`config.mk`:
```
export PLATFORM = sky130hd
export DESIGN_NAME = sata_dma_arb
export DESIGN_NICKNAME = d
export VERILOG_FILES = /design/src/rtl/sata_dma_pkg.sv /design/src/rtl/sata_rr_pick3.sv /design/src/rtl/sata_dma_arb.sv
export SDC_FILE = /design/constraint.sdc
export NUM_CORES = 1
export LEC_CHECK = 0
export ABC_AREA = 1
export CAP_MARGIN = 40
export CELL_PAD_IN_SITES_DETAIL_PLACEMENT = 0
export CELL_PAD_IN_SITES_GLOBAL_PLACEMENT = 1
export CORE_MARGIN = 2
export CORE_UTILIZATION = 26
export DETAILED_ROUTE_END_ITERATION = 8
export GPL_ROUTABILITY_DRIVEN = 0
export PLACE_DENSITY_LB_ADDON = 0.1
export SYNTH_ARGS = -nofsm -noshare
export SYNTH_HDL_FRONTEND = slang
export SYNTH_SLANG_ARGS = --single-unit
```
`constraint.sdc`:
```
create_clock -name sys_clk -period 2.6 [get_ports sys_clk]
set_input_delay 0.52 -clock sys_clk [delete_from_list [all_inputs] [get_ports sys_clk]]
set_output_delay 0.52 -clock sys_clk [all_outputs]
set_load 0.01 [all_outputs]
```
`src/rtl/sata_dma_pkg.sv`:
```
// Shared definitions for the SATA DMA request arbiter: FSM encoding,
// requester count, idle owner code and timeout counter width.
package sata_dma_pkg;

  localparam int unsigned NREQ       = 3;
  localparam logic [1:0]  OWNER_NONE = 2'd3;
  localparam int unsigned TMO_W      = 16;

  typedef enum logic [1:0] {
    ST_IDLE = 2'd0,
    ST_REQ  = 2'd1,
    ST_DONE = 2'd2
  } arb_state_e;

endpackage

```
`src/rtl/sata_rr_pick3.sv`:
```
// Combinational round-robin picker over three requesters: first set bit of
// valid searching ptr, ptr+1, ptr+2 (mod 3).
module sata_rr_pick3
  import sata_dma_pkg::*;
(
  input  logic [NREQ-1:0] valid,
  input  logic [1:0]      ptr,
  output logic [1:0]      index,
  output logic            found
);

  logic [2:0] sum;
  logic [1:0] cand;

  always_comb begin
    index = '0;
    found = 1'b0;
    sum   = '0;
    cand  = '0;
    for (int unsigned k = 0; k < NREQ; k++) begin
      sum = {1'b0, ptr} + 3'(k);
      if (sum >= 3'(NREQ)) sum = sum - 3'(NREQ);
      cand = sum[1:0];
      if (!found && valid[cand]) begin
        found = 1'b1;
        index = cand;
      end
    end
  end

endmodule

```
`src/rtl/sata_dma_arb.sv`:
```
// Round-robin arbiter granting one of three DMA requesters to a single DMA
// engine. Optional REQ-phase abort timer enabled by SATA_DMA_ARB_TIMEOUT_EN.
module sata_dma_arb
  import sata_dma_pkg::*;
#(
  parameter logic [TMO_W-1:0] C_TIMEOUT = 16'hFFFF,
  parameter int unsigned      C_PORT    = 0
) (
  input  logic                 sys_clk,
  input  logic                 sys_rst_n,
  input  logic [NREQ-1:0]      req_valid,
  input  logic [32*NREQ-1:0]   req_address,
  input  logic [16*NREQ-1:0]   req_length,
  input  logic [NREQ-1:0]      req_wrt,
  output logic [NREQ-1:0]      req_done,
  output logic [NREQ-1:0]      req_err,
  output logic                 dma_req,
  output logic [31:0]          dma_address,
  output logic [15:0]          dma_length,
  output logic                 dma_wrt,
  input  logic                 dma_ack,
  output logic [1:0]           owner,
  output logic                 busy,
  input  logic                 timeout_clr,
  output logic                 timeout_stat
);

  arb_state_e      state_q, state_d;
  logic [1:0]      owner_q, owner_d;
  logic [1:0]      rr_ptr_q, rr_ptr_d;
  logic [31:0]     addr_q, addr_d;
  logic [15:0]     len_q, len_d;
  logic            wrt_q, wrt_d;
  logic            dma_req_q, dma_req_d;
  logic [NREQ-1:0] done_q, done_d;
  logic [1:0]      pick_idx;
  logic            pick_found;
  logic            unused_cfg;
`ifdef SATA_DMA_ARB_TIMEOUT_EN
  logic [TMO_W-1:0] tmo_cnt_q, tmo_cnt_d;
  logic             tmo_stat_q, tmo_stat_d;
  logic [NREQ-1:0]  err_q, err_d;
`endif

  sata_rr_pick3 u_pick (
    .valid (req_valid),
    .ptr   (rr_ptr_q),
    .index (pick_idx),
    .found (pick_found)
  );

  always_comb begin
    state_d   = state_q;
    owner_d   = owner_q;
    rr_ptr_d  = rr_ptr_q;
    addr_d    = addr_q;
    len_d     = len_q;
    wrt_d     = wrt_q;
    dma_req_d = dma_req_q;
    done_d    = '0;
`ifdef SATA_DMA_ARB_TIMEOUT_EN
    tmo_cnt_d  = tmo_cnt_q;
    tmo_stat_d = timeout_clr ? 1'b0 : tmo_stat_q;
    err_d      = '0;
`endif
    case (state_q)
      ST_IDLE: begin
        if (pick_found) begin
          state_d   = ST_REQ;
          owner_d   = pick_idx;
          rr_ptr_d  = (pick_idx == 2'd2) ? 2'd0 : pick_idx + 2'd1;
          addr_d    = req_address[{pick_idx, 5'd0} +: 32];
          len_d     = req_length[{pick_idx, 4'd0} +: 16];
          wrt_d     = req_wrt[pick_idx];
          dma_req_d = 1'b1;
`ifdef SATA_DMA_ARB_TIMEOUT_EN
          tmo_cnt_d = '0;
`endif
        end
      end
      ST_REQ: begin
        // ack is checked first so an ack on the match cycle completes normally
        if (dma_ack) begin
          state_d         = ST_DONE;
          dma_req_d       = 1'b0;
          done_d[owner_q] = 1'b1;
        end
`ifdef SATA_DMA_ARB_TIMEOUT_EN
        else if (tmo_cnt_q + 1'b1 == C_TIMEOUT) begin
          state_d        = ST_IDLE;
          dma_req_d      = 1'b0;
          owner_d        = OWNER_NONE;
          err_d[owner_q] = 1'b1;
          tmo_stat_d     = 1'b1;
        end else begin
          tmo_cnt_d = tmo_cnt_q + 1'b1;
        end
`endif
      end
      ST_DONE: begin
        state_d = ST_IDLE;
        owner_d = OWNER_NONE;
      end
      default: begin
        state_d = ST_IDLE;
        owner_d = OWNER_NONE;
      end
    endcase
  end

  always_ff @(posedge sys_clk or negedge sys_rst_n) begin
    if (!sys_rst_n) begin
      state_q   <= ST_IDLE;
      owner_q   <= OWNER_NONE;
      rr_ptr_q  <= '0;
      addr_q    <= '0;
      len_q     <= '0;
      wrt_q     <= 1'b0;
      dma_req_q <= 1'b0;
      done_q    <= '0;
    end else begin
      state_q   <= state_d;
      owner_q   <= owner_d;
      rr_ptr_q  <= rr_ptr_d;
      addr_q    <= addr_d;
      len_q     <= len_d;
      wrt_q     <= wrt_d;
      dma_req_q <= dma_req_d;
      done_q    <= done_d;
    end
  end

`ifdef SATA_DMA_ARB_TIMEOUT_EN
  always_ff @(posedge sys_clk or negedge sys_rst_n) begin
    if (!sys_rst_n) begin
      tmo_cnt_q  <= '0;
      tmo_stat_q <= 1'b0;
      err_q      <= '0;
    end else begin
      tmo_cnt_q  <= tmo_cnt_d;
      tmo_stat_q <= tmo_stat_d;
      err_q      <= err_d;
    end
  end

  assign req_err      = err_q;
  assign timeout_stat = tmo_stat_q;
  assign unused_cfg   = ^{C_PORT};
`else
  assign req_err      = '0;
  assign timeout_stat = 1'b0;
  assign unused_cfg   = ^{C_PORT, C_TIMEOUT, timeout_clr};
`endif

  assign req_done    = done_q;
  assign dma_req     = dma_req_q;
  assign dma_address = addr_q;
  assign dma_length  = len_q;
  assign dma_wrt     = wrt_q;
  assign owner       = owner_q;
  assign busy        = (state_q != ST_IDLE);

endmodule

```
Word level (Yosys, flattened, before mapping)
Cells that the tools add are included.
- output and inout port bits: 60
- word-level logic and storage cells: 72
- register bits: 59
- input bits: 154
- bitwise operators: 1
- mux-type cells: 30
- shift operators: 2
- reduce and logical (&&, ||, !) cells: 12
- equal/unequal tests: 4
- add/sub/neg operators: 6
- magnitude comparators: 9
- operators by type and width (kind ; count):
    $shiftx A96 B8 Y32 ; 1
    $shiftx A48 B7 Y16 ; 1
    $mux W2 ; 10
    $lt A2 B3 Y1 const B ; 5
    $mux W1 ; 10
    $bmux W1 S2 ; 4
    $pmux W2 S2 ; 2
    $ge A3 B2 Y1 const B ; 2
    $mux W3 ; 2
    $reduce_and A2 Y1 ; 3
    $sub A2 B2 Y2 const B ; 3
    $ne A2 B2 Y1 const B ; 2
    $reduce_bool A2 Y1 ; 2
    $add A2 B1 Y3 const B ; 1
    $add A2 B2 Y3 const B ; 1
    $logic_and A1 B1 Y1 ; 3
    $reduce_and A3 Y1 ; 1
    $add A2 B1 Y2 const B ; 1
    $demux W1 S2 ; 1
    $eq A2 B1 Y1 const B ; 1
    $eq A2 B2 Y1 const B ; 1
    $ge A2 B1 Y1 const B ; 1
    $ge A2 B2 Y1 const B ; 1
    $logic_not A1 Y1 ; 2
    3 further kinds ; 3

Depth between registers and ports, before layout
- word-level depth: 13
- depth in mapped cells: 14
- mapped depth without buffers: 13

Modules after synthesis
Synthesis repeated with hierarchy kept, for this count alone.
- cells, all modules: 532
- area, all modules: 3681.0 um^2
- modules (own cells, without submodules) (module ; times used ; cells each ; area each (um^2) ; sequential area each (um^2)):
    sata_dma_arb ; 1 ; 481 ; 3440.8 ; 1478.9
    sata_rr_pick3 ; 1 ; 51 ; 240.2 ; 0.0

Least setup slack after synthesis
OpenSTA, ideal clock, no wires.
- kind: reg-to-reg
- from: register rr_ptr_q[0]
- to: register addr_q[13] (netlist: dma_address[13])
- arrival: 1.838 ns
- slack: 0.689 ns
- clock period less this slack: 1.911 ns
- buffers on the path: 2
- required time: 2.527 ns
- library setup time: 0.073 ns
- cell stages (with the launch flop): 15
- cell sequence: dfrtp_1 -> inv_1 -> ha_1 -> inv_2 -> nand2_1 -> nand3_1 -> nand2_1 -> nand2_2 -> nor2_4 -> nand2_1 -> nand2_2 -> buf_6 -> buf_6 -> a21oi_2 -> a21oi_2
- word-level cells in the longest chain between the ends: 12
- elaborated cells between the ends (all ways): 29
- classes of those cells: add/sub: 5; order compare: 3; shift: 1; mux: 15; reduce/logical: 5
- ends and longest elaborated chain (item ; line ; text):
    start: declaration ; sata_dma_arb.sv:30 ; logic [1:0] rr_ptr_q, rr_ptr_d;
    start signal: assignment ; sata_dma_arb.sv:124 ; rr_ptr_q <= rr_ptr_d;
    branches (longest 12 deep; another with $add A2 B1 Y3) ; -- ;
    end signal: assignment ; sata_dma_arb.sv:125 ; addr_q <= addr_d;
    end: declaration ; sata_dma_arb.sv:31 ; logic [31:0] addr_q, addr_d;
Parallel ways; which one is timed is not known. The select of a mux whose other input is x is not followed.
A chain may end at the register's enable or synchronous reset.

Worst setup path in the final report
- from: register rr_ptr_q[0]
- to: register len_q[1] (netlist: dma_length[1])
- word-level cells in the longest chain between the ends: 12
- elaborated cells between the ends (all ways): 29
- classes of those cells: add/sub: 5; order compare: 3; shift: 1; mux: 15; reduce/logical: 5
- ends and longest elaborated chain (item ; line ; text):
    branches (longest 12 deep; another with $add A2 B1 Y3) ; -- ;
    end signal: assignment ; sata_dma_arb.sv:126 ; len_q <= len_d;
    end: declaration ; sata_dma_arb.sv:32 ; logic [15:0] len_q, len_d;
Parallel ways; which one is timed is not known. The select of a mux whose other input is x is not followed.

==> impl_metrics.ini <==
[global_routing]
grt_antenna_before_repair = 0
use_met1_pct = 22.36
grt-busiest-layer = met2
grt_pass1_vias = 4362
met3_usage_pct = 4.977
grt_use_total_pct = 17.52
grt_overflow = 0
grt_max_degree = 50
grt_pass1_wl_um = 22420
met2_usage_pct = 28.44

[min_path]
min_path_type = in2async

[synthesis]
yosysTopAreaCell = dfrtp_1
post-synth-top-count-cell = inv_1
yosysWarnings = 0
syn_area_um2 = 3901
synth_cells = 568
yosysTopAreaCellShare_pct = 36.56
ys_ff_latch = 59
synth_edf_count = 0
postSynthAreaPerCell_um2 = 6.868
netlist_top_cells_area = dfrtp_1 (37%), nand3_1 (14%), inv_1 (11%)
ys_top_cells_by_count = inv_1 (110), nand3_1 (107), a21oi_1 (78), nand2_1 (69), dfrtp_1 (57)
ys.flop_type = dfrtp_1
yosysSeqAreaShare_pct = 37.91
synthDistinctLibCells = 27
async_flop_share_pct = 100.0

[floorplanning]
rows = 44
ios = 214
die_area_um2 = 16000
core_area_um2 = 14590
die_x_um = 126.5
start_util_pct = 26.74
die_height_um = 126.5

[drt]
drtAntennaViolNets = 0
remaining_drc_errors = 0
routedWlPerCell_um = 14.92
routed_wl_um = 14300
first_iter_violations = 199
drt-pass1-iter-count = 4
vias = 4374
routed_via_density = 4.566

[finish]
fillers = 1484
finalNetCount = 927
drive_gt1_share_pct = 9.173
syn_to_final_growth_pct = 67.35
diodes = 0

[sta]
setup_viol = 0
drv_slew = 0
period_minus_slack_ns = 2.392
clock_skew_ns = 0.009997
fin_tns_setup_ns = 0
final_hold_viol_count = 0
fmax_ghz = 0.4181
fin_crit_sh_pct = 91.98
fin_hold_ws_ns = 0.09331
grt_setup_unrepaired = false

[clocking]
postCtsHoldBufs = 0
cts_tree = built
cts_resized = 0
worstSkewPairLatency_ns = 0.33
ctsHtreeMaxLevel = 3
postCtsSetupBuffers = 0
clk_pin_slew_ns = 0.05
cts_buffer_depth = 2
root_buffer = clkbuf_16
cts.sinks = 59
cts_buffers = 9

[power_and_ir_drop]
cellPowerDensity_nw_per_um2 = 1446
leakage_nw = 3.139
irDropWorstVdd_mv = 0.8442

[setup_path]
endpoint_kind = flip-flop
worstSetupPathType = reg2reg
path_max_fanout = 35
crit_required_ns = 2.84
start_kind = flip-flop
worstPathArrival_ns = 2.63

[place]
place_hpwl_um = 10210
io_buffer_count = 208

[run]
maxCapViolCount = 0

[outcome]
outcome = finished, final reports clean
[logic make-up after synthesis]
family,count (synthesis),synth area share (%)
compound gates,107,15.94
fa+ha+maj,4,1.283
buf+inv,155,17.00
flops,59,37.91
other cells,1,0.09612
simple gates,242,27.77
[worst max-delay path: stages, from the launching register on]
cell     delay [ns]
dfrtp_1        0.37
inv_1          0.09
ha_1           0.41
inv_2          0.09
nand2_1        0.06
nand3_1        0.08
nand2_1        0.13
nand2_2        0.08
nor2_4         0.11
nand2_1        0.07
nand2_2        0.09
buf_4          0.40
a21oi_1        0.12
a21oi_1        0.18
[layer usage]
layer / routed length, um / share of wire (%) / up-vias
met5: 0 / 0 / -
met4: 291 / 2.0 / 0
met3: 1334 / 9.3 / 24
met2: 6522 / 46 / 189
met1: 6146 / 43 / 1973
li1: - / - / 2188
[area by class of cell]
type	count	area, um^2	share of cell area [%]
timing repair buffer	226	2325	35.61
clock buffer	14	274.0	4.197
multi-input combinational	357	1775	27.19
clock inverter	2	10.01	0.1533
sequential	59	1479	22.65
tap	184	230.2	3.526
inverter	116	435.4	6.669
[state kept, by name, summed over array words and instances (netlist names)]
name         cells
state_q          2
dma_length      16
dma_req          1
rr_ptr_q         2
dma_address     32
dma_wrt          1
owner            2
req_done         3
[power by group]
| part | internal, mW | switching [mW] | total, mW | leakage (nW) |
|---|---|---|---|---|
| logic | 2.78 | 3.88 | 6.65 | 2.33 |
| registers | 1.43 | 0.247 | 1.67 | 0.664 |
| clock network | 0.719 | 0.394 | 1.11 | 0.143 |
[path summary, 6_finish.rpt]
path / slack [ns] / to / cells after the start / startpoint
worst max register to register: 0.21 / dma_length[1] / 13 / rr_ptr_q[0]
worst min register to register: 0.51 / dma_address[13] / 2 / dma_address[13]
max in group asynchronous: 1.82 / dma_address[12] / 3 / sys_rst_n
worst max-delay path: 0.21 / dma_length[1] / 13 / rr_ptr_q[0]
worst min-delay path: 0.09 / dma_address[26] / 1 / sys_rst_n
min in group sys_clk: 0.51 / dma_address[13] / 2 / dma_address[13]
[stage by stage]
stage	cells	util (%)	worst slack [ns]	total power, mW	cell area (um^2)
6_report	958	44.75	0.2084	9.442	6529
2_1_floorplan	571	-	0.6888	5.807	3913
4_1_cts	958	44.75	0.1992	9.578	6529
5_1_grt	958	44.75	0.0006031	10.32	6529
3_5_place_dp	942	42.80	0.1127	8.421	6245
3_3_place_gp	941	42.67	0.1584	8.330	6225
[cells in the final DEF, fill, tap and decap left out, types with 3 or more instances in the layout]
cell             count
a21oi_2             20
nand3_1            107
clkbuf_8             3
inv_2                6
inv_1              110
conb_1               4
a21oi_1             78
dfrtp_1             57
nor2_1              56
nand2_2              5
clkdlybuf4s50_1    207
clkbuf_16            9
o22ai_1              3
buf_4                9
nand2_1             67
ha_1                 4
buf_12               9
Note: power is estimated with default switching activity, not from simulation.
